<file path="src/rtl/fu_issue_scheduler_pkg.sv">
//------------------------------------------------------------------------------
// Module      : RSTableROBStruct (package)
// Description : Shared types and constants for the FU issue scheduler.
//               Holds the per-FU state type and the functional unit count.
// Revision    : 1.0 - initial release
//------------------------------------------------------------------------------
`default_nettype none

package RSTableROBStruct;

    // Number of functional units fed by the scheduler: FU0/FU1 are ALUs, FU2 is the LSU
    localparam int FU_COUNT = 3;

    // Width of the per-FU execute down-counter (latencies 1..15)
    localparam int CNT_W = 4;

    // Per-FU lifecycle: waiting for work, executing, holding a result for writeback
    typedef enum logic [1:0] {
        IDLE = 2'd0,
        EXEC = 2'd1,
        WB   = 2'd2
    } fu_state_t;

endpackage

`default_nettype wire

</file>
<file path="src/rtl/fu_issue_scheduler_rr_picker.sv">
//------------------------------------------------------------------------------
// Module      : rr_picker
// Description : Combinational find-first-set starting at a pointer, wrapping
//               from WIDTH-1 back to 0. Returns whether anything matched and
//               the index of the first match.
// Revision    : 1.0 - initial release
//------------------------------------------------------------------------------
`default_nettype none

module rr_picker #(
    parameter  int WIDTH = 64,
    localparam int IDX_W = (WIDTH > 1) ? $clog2(WIDTH) : 1
) (
    input  logic [WIDTH-1:0] req,
    input  logic [IDX_W-1:0] ptr,
    output logic             found,
    output logic [IDX_W-1:0] idx
);

    int w_pos;

    // Walk WIDTH positions starting at ptr; the first requester wins
    always_comb begin
        found = 1'b0;
        idx   = '0;
        w_pos = 0;
        for (int k = 0; k < WIDTH; k++) begin
            w_pos = int'(ptr) + k;
            if (w_pos >= WIDTH) begin
                w_pos = w_pos - WIDTH;
            end
            if (!found && req[w_pos[IDX_W-1:0]]) begin
                found = 1'b1;
                idx   = w_pos[IDX_W-1:0];
            end
        end
    end

endmodule

`default_nettype wire

</file>
<file path="src/rtl/fu_issue_scheduler.sv">
//------------------------------------------------------------------------------
// Module      : fu_issue_scheduler
// Description : Issues ready reservation-station rows to three functional
//               units (two ALUs, one LSU) with per-FU round-robin row
//               selection, tracks each FU through IDLE/EXEC/WB and arbitrates
//               a single writeback port round-robin.
//               Build option FU_BACK_TO_BACK_EN: an FU granted writeback may
//               accept a new issue in the same cycle (WB->EXEC directly).
// Revision    : 1.0 - initial release
//------------------------------------------------------------------------------
`default_nettype none

module fu_issue_scheduler
    import RSTableROBStruct::*;
#(
    parameter  int RS_ROW_COUNT = 64,
    parameter  int ALU_LAT      = 1,
    parameter  int LSU_LAT      = 3,
    localparam int ROW_W        = $clog2(RS_ROW_COUNT)
) (
    input  logic                        clk,
    input  logic                        rst_n,
    input  logic                        flush,
    input  logic [RS_ROW_COUNT-1:0]     row_req,
    input  logic [2*RS_ROW_COUNT-1:0]   row_fu,
    output logic [FU_COUNT-1:0]         issue_valid,
    output logic [FU_COUNT*ROW_W-1:0]   issue_row,
    output logic [FU_COUNT-1:0]         fu_ready,
    output logic                        wb_valid,
    output logic [1:0]                  wb_fu
);

    // Issue and writeback are both suppressed while in reset or flushing
    logic                w_run;
    logic [FU_COUNT-1:0] w_wb_req;
    logic [FU_COUNT-1:0] w_grant;
    logic                w_wb_found;
    logic [1:0]          w_wb_idx;
    logic                w_wb_fire;
    logic [1:0]          r_wb_ptr;

    assign w_run = rst_n & ~flush;

    rr_picker #(
        .WIDTH (FU_COUNT)
    ) u_wb_pick (
        .req   (w_wb_req),
        .ptr   (r_wb_ptr),
        .found (w_wb_found),
        .idx   (w_wb_idx)
    );

    assign w_wb_fire = w_run & w_wb_found;
    assign wb_valid  = w_wb_fire;
    assign wb_fu     = w_wb_fire ? w_wb_idx : 2'd0;

    // Writeback pointer advances past each grantee; flush leaves it untouched
    always_ff @(posedge clk or negedge rst_n) begin
        if (!rst_n) begin
            r_wb_ptr <= 2'd0;
        end else if (w_wb_fire) begin
            r_wb_ptr <= (w_wb_idx == 2'(FU_COUNT - 1)) ? 2'd0 : w_wb_idx + 2'd1;
        end
    end

    for (genvar f = 0; f < FU_COUNT; f++) begin : g_fu
        localparam int               c_LAT  = (f == 2) ? LSU_LAT : ALU_LAT;
        localparam logic [CNT_W-1:0] c_LOAD = CNT_W'(c_LAT - 1);

        fu_state_t               r_state;
        fu_state_t               w_state_nxt;
        logic [CNT_W-1:0]        r_cnt;
        logic [CNT_W-1:0]        w_cnt_nxt;
        logic [ROW_W-1:0]        r_rr_ptr;
        logic [RS_ROW_COUNT-1:0] w_row_req;
        logic                    w_found;
        logic [ROW_W-1:0]        w_idx;
        logic                    w_free;
        logic                    w_issue;

        // Rows targeting this FU; encoding 3 never matches any FU
        for (genvar i = 0; i < RS_ROW_COUNT; i++) begin : g_row
            assign w_row_req[i] = row_req[i] & (row_fu[2*i +: 2] == 2'(f));
        end

        rr_picker #(
            .WIDTH (RS_ROW_COUNT)
        ) u_row_pick (
            .req   (w_row_req),
            .ptr   (r_rr_ptr),
            .found (w_found),
            .idx   (w_idx)
        );

        assign w_wb_req[f] = (r_state == WB);
        assign w_grant[f]  = w_wb_fire & (w_wb_idx == 2'(f));

`ifdef FU_BACK_TO_BACK_EN
        assign w_free = (r_state == IDLE) | ((r_state == WB) & w_grant[f]);
`else
        assign w_free = (r_state == IDLE);
`endif

        assign w_issue                   = w_free & w_run & w_found;
        assign issue_valid[f]            = w_issue;
        assign issue_row[f*ROW_W +: ROW_W] = w_issue ? w_idx : '0;
        assign fu_ready[f]               = (r_state == IDLE);

        // FU state, execute counter and row pointer registers
        always_ff @(posedge clk or negedge rst_n) begin
            if (!rst_n) begin
                r_state  <= IDLE;
                r_cnt    <= '0;
                r_rr_ptr <= '0;
            end else begin
                r_state <= w_state_nxt;
                r_cnt   <= w_cnt_nxt;
                if (w_issue) begin
                    r_rr_ptr <= (w_idx == ROW_W'(RS_ROW_COUNT - 1)) ? '0 : w_idx + ROW_W'(1);
                end
            end
        end

        // Next-state: issue starts EXEC, counter expiry enters WB, grant leaves WB
        always_comb begin
            w_state_nxt = r_state;
            w_cnt_nxt   = r_cnt;
            if (flush) begin
                w_state_nxt = IDLE;
                w_cnt_nxt   = '0;
            end else begin
                case (r_state)
                    IDLE: begin
                        if (w_issue) begin
                            w_state_nxt = EXEC;
                            w_cnt_nxt   = c_LOAD;
                        end
                    end
                    EXEC: begin
                        if (r_cnt == '0) begin
                            w_state_nxt = WB;
                        end else begin
                            w_cnt_nxt = r_cnt - CNT_W'(1);
                        end
                    end
                    WB: begin
                        if (w_grant[f]) begin
                            if (w_issue) begin
                                w_state_nxt = EXEC;
                                w_cnt_nxt   = c_LOAD;
                            end else begin
                                w_state_nxt = IDLE;
                            end
                        end
                    end
                    default: begin
                        w_state_nxt = IDLE;
                        w_cnt_nxt   = '0;
                    end
                endcase
            end
        end
    end

endmodule

`default_nettype wire
</file>
<file path="config.mk">
export PLATFORM = sky130hd
export DESIGN_NAME = fu_issue_scheduler
export DESIGN_NICKNAME = d
export VERILOG_FILES = /design/src/rtl/fu_issue_scheduler_pkg.sv /design/src/rtl/fu_issue_scheduler_rr_picker.sv /design/src/rtl/fu_issue_scheduler.sv
export SDC_FILE = /design/constraint.sdc
export NUM_CORES = 2
export LEC_CHECK = 0
export ABC_AREA = 1
export ABC_CLOCK_PERIOD_IN_PS = 8500
export CAP_MARGIN = 25
export CORE_MARGIN = 1
export CORE_UTILIZATION = 52
export DETAILED_ROUTE_END_ITERATION = 8
export PLACE_DENSITY = 0.77
export SLEW_MARGIN = 20
export SYNTH_ARGS = -nofsm -noshare
export SYNTH_HDL_FRONTEND = slang
export SYNTH_HIERARCHICAL = 1
export SYNTH_SLANG_ARGS = --single-unit
</file>
<file path="constraint.sdc">
create_clock -name clk -period 8.5 [get_ports clk]
set_input_delay 1.275 -clock clk [delete_from_list [all_inputs] [get_ports clk]]
set_output_delay 1.275 -clock clk [all_outputs]
set_load 0.05 [all_outputs]
</file>
==> impl_metrics.toml, run 1 <==
[synthesis]
ys_types = 61
synth_common_cells = "nand2_1 (1570), nand3_1 (1498), nor2_1 (815), inv_1 (561), nand4_1 (417)"
netlist_area_mm2 = 0.0334
synthArstFlopShare_pct = 100
yosys_warnings = 6
yosysMostFrequentCell = "nand2_1"
synth_top_cell_by_area = "nand3_1"
synth_ff_type = "dfrtp_1"
yosysTopAreaCellShare_pct = 22.4
synth.avg_cell_area_um2 = 5.25
syn-num-nets = 6629
synth_seq_area_share_pct = 2.84
synthCells = 6371
synth_area_leaders = "nand3_1 (22%), nand2_1 (18%), nor2_1 (9.1%)"
synth_edf_count = 0
ys_ff_latch = 38

[clocking]
cts.sinks = 38
numCtsBuffers = 5
htreeDepth = 2
clock_path_buffers = 2
cts_root_buf = "clkbuf_16"

[placement]
io_buffers = 221
placed_area_mm2 = 0.0436
gp_congestion = 1.34
place_ws_ps = -1090
dp_hpwl_um = 154000

[grt]
first_global_vias = 56800
overflow = 260
grt_first_pass_wirelength_um = 345000
grt_max_degree = 68
grt_usage_pct = 67.6

[floorplan]
io_pins = 222
fp.dieW_um = 256
start_util_pct = 52.8
die_h_um = 256
num_rows = 92

[status]
lastStage = "global routing (5_1_grt)"
outcome = "did not finish"
error = "[ERROR GRT-0116] Global routing finished with congestion. Check the congestion regions in the DRC Viewer."
==> routing by layer <==
metal  track usage (%)  GRT overflow
met1              70.4             4
met2              81.6           135
met3              54.2             1
met4              58.8           120
met5              37.1             0
==> metrics by stage <==
stage / setup TNS [ps] / hold WS (ps) / std cells
4_1_cts: -3670 / 495 / 8338
3_5_place_dp: -25630 / 479 / 8182
3_3_place_gp: -19130 / 469 / 8182
2_1_floorplan: -2810 / 455 / 6371
==> repair_timing <==
item | 4_1_cts
setup buffers | 153
pin swaps | 264
setup endpoints to repair | 28
gates resized for setup | 976
gates cloned | 1
hold buffers | 0
==> kinds of logic after synthesis <==
| group | after synthesis | synth area share [%] |
|---|---|---|
| AO/OA/AOI/OAI | 548 | 9.91 |
| XOR/XNOR | 132 | 3.90 |
| adder cells (fa/ha/maj) | 63 | 2.36 |
| buffers and inverters | 908 | 13.5 |
| flip-flops | 38 | 2.84 |
| multiplexers | 6 | 0.180 |
| AND/OR/NAND/NOR | 4676 | 67.3 |
==> run 2, diff against run 1 <==
--- a/config.mk
+++ b/config.mk
@@ -6,12 +6,12 @@
 export NUM_CORES = 2
 export LEC_CHECK = 0
 export ABC_AREA = 1
-export ABC_CLOCK_PERIOD_IN_PS = 8500
+export ABC_CLOCK_PERIOD_IN_PS = 11050
 export CAP_MARGIN = 25
 export CORE_MARGIN = 1
-export CORE_UTILIZATION = 52
+export CORE_UTILIZATION = 37
 export DETAILED_ROUTE_END_ITERATION = 8
-export PLACE_DENSITY = 0.77
+export PLACE_DENSITY_LB_ADDON = 0.15
 export SLEW_MARGIN = 20
 export SYNTH_ARGS = -nofsm -noshare
 export SYNTH_HDL_FRONTEND = slang
==> constraint.sdc (replaced) <==
create_clock -name clk -period 11.05 [get_ports clk]
set_input_delay 1.6575 -clock clk [delete_from_list [all_inputs] [get_ports clk]]
set_output_delay 1.6575 -clock clk [all_outputs]
set_load 0.05 [all_outputs]
==> impl_metrics.toml, run 2 <==
[status]
outcome = "finished, final reports clean"

[timing]
rsz0062_at_grt = "yes"
layout_min_cycle_time_ps = 10970
tns_ps = 0
worst_pin_slew_ps = 1100
holdWs_ps = 487
hold_viol_final = 0
maxSlewHeadroom_pct = 26.0
drv_slew = 0
finClkSkew_ps = 36.6
fmaxAchievable_mhz = 91.2
setup_viol = 0
period_share_pct = 99.3
setup_ws_ps = 81.4

[layout]
final_common_cell = "nand2_1"
layout-drive-gt1-share_pct = 16.2
max_flop_register = "g_fu.r_rr_ptr"
layout_common_cells = "nand2_1 (1529), nand3_1 (1342), nor2_1 (759), inv_1 (547), nand4_1 (417)"
largest_reg_flops = 18
area_growth_pct = 19.8
fillers = 9959
reg_top3 = "g_fu.r_rr_ptr x18, g_fu.r_cnt x12, g_fu.r_state x6"
nets = 6972

[synthesis]
synth_xor_area_share_pct = 3.90
synthSimpleGateAreaFrac_pct = 67.3
yosysTopAreaCellShare_pct = 22.4
ys_types = 61
synth_ff_type = "dfrtp_1"
syn-num-nets = 6629
synth_area_leaders = "nand3_1 (22%), nand2_1 (18%), nor2_1 (9.1%)"
ys_ff_latch = 38
netlist_area_mm2 = 0.0334
synth_top_cell_by_area = "nand3_1"
synth_common_cells = "nand2_1 (1570), nand3_1 (1498), nor2_1 (815), inv_1 (561), nand4_1 (417)"
synth_top_family_by_area = "simple AND/OR/NAND/NOR gates"
yosys_warnings = 6
synthCells = 6371
synth_fa_ha_area_share_pct = 2.36
muxShareOfSynthArea_pct = 0.180
synth_seq_area_share_pct = 2.84
synth.avg_cell_area_um2 = 5.25
synth_edf_count = 0
yosysMostFrequentCell = "nand2_1"
synthArstFlopShare_pct = 100
synth_compound_area_share_pct = 9.91

[floorplan]
io_pins = 222
dieArea_mm2 = 0.0916
start_util_pct = 37.6
fp.dieW_um = 303
core_mm2 = 0.0889
die_h_um = 303
num_rows = 109

[clocking]
clock_path_buffers = 2
clkTransAtPathRegs_ps = 70
cts_root_buf = "clkbuf_16"
htreeDepth = 2
cts_tree = "built"
numCtsBuffers = 5
clk_latency_ps = 360
cts.sinks = 38

[grt]
grt_usage_pct = 45.1
grt_max_degree = 68
antenna_found_initial = 7
overflow = 0
grt_first_pass_wirelength_um = 299000
first_global_vias = 42000

[placement]
io_buffers = 221
dp_hpwl_um = 177000
gp_congestion = 1.14
place_ws_ps = -173

[job]
drv_cap = 0

[setup_path]
crit_required_ps = 9390
cp_slowest_cell = "o21ai_0"
cp_slowest_stage_delay_ps = 900
crit_fanout = 4
worstSetupEndpointType = "output pin"
arrival_ps = 9310
critPathKind = "in2out"
startpoint_type = "primary input"
crit_top_cell = "nor2_1"

[detailed_routing]
routedWlPerCell_um = 27.7
drtIter0Drc = 7098
via_per_inst = 6.22
drc = 0
postRouteAntennaNets = 0
wl_um = 218000
first_pass_iters = 9
dr_total_vias = 49100

[hold_path]
hp-class = "reg2reg"
[run 2: cell counts after synthesis]
Identical to the previous run, type by type.
[run 2: cell type report]
class	count	area (µm²)	area share (%)
diodes	4	10.0	0.0250
clock buffers	5	125	0.312
clock inverters	3	68.8	0.172
inverters	642	2480	6.20
multi-input cells	5427	29700	74.0
flip-flops and latches	38	958	2.39
well taps	1165	1460	3.64
repair buffers	600	5290	13.2
[run 2: layer usage]
layer / up-vias / global-route usage, % / wire length, µm
li1: 22300 / - / -
met1: 22600 / 60.6 / 87400
met2: 3452 / 63.1 / 85600
met3: 637 / 15.8 / 31800
met4: 12 / 22.1 / 13300
met5: - / 0 / 80
[run 2: path summary, 6_finish.rpt]
path	start	end	slack [ps]	cells past startpoint
max in group asynchronous	rst_n	g_fu[0].r_rr_ptr[1]	9080	2
max	row_req[47]	issue_row[11]	80	44
min	g_fu[2].r_cnt[0]	g_fu[2].r_cnt[0]	490	2
min in group asynchronous	rst_n	g_fu[1].r_cnt[1]	1420	2
max reg2reg	g_fu[1].r_rr_ptr[2]	g_fu[1].r_rr_ptr[5]	1730	54
min reg2reg	g_fu[2].r_cnt[0]	g_fu[2].r_cnt[0]	490	2
[run 2: worst max-delay path: cells and delay by family]
kind,cells,cell delay [ps]
buf+inv,5,1180
compound gates,5,1830
simple gates,34,4610
[run 2: through the flow]
stage / cell area, µm² / std cells / util [%]
final: 40100 / 7884 / 45.0
after CTS: 37400 / 7778 / 42.1
after global placement: 37200 / 7764 / 41.8
after floorplan: 33400 / 6371 / -
after detailed placement: 37200 / 7766 / 41.9
after global routing: 40000 / 7880 / 45.0
[run 2: what timing repair did]
action                     4_1_cts  5_1_grt
buffers inserted                 4      100
gates resized for setup          1      432
setup endpoints to repair       17       21
gates cloned                     0        2
pin swaps                        2      123
hold buffers                     0        0
[run 2: kinds of logic after synthesis]
| kind of cell | count (synthesis) |
|---|---|
| compound gates | 548 |
| xor+xnor | 132 |
| fa+ha+maj | 63 |
| buf+inv | 908 |
| flops | 38 |
| mux | 6 |
| simple gates | 4676 |
Power of run 2 is not shown: default switching activity piles up to over one toggle a cycle in this logic, so the estimate is an artifact.
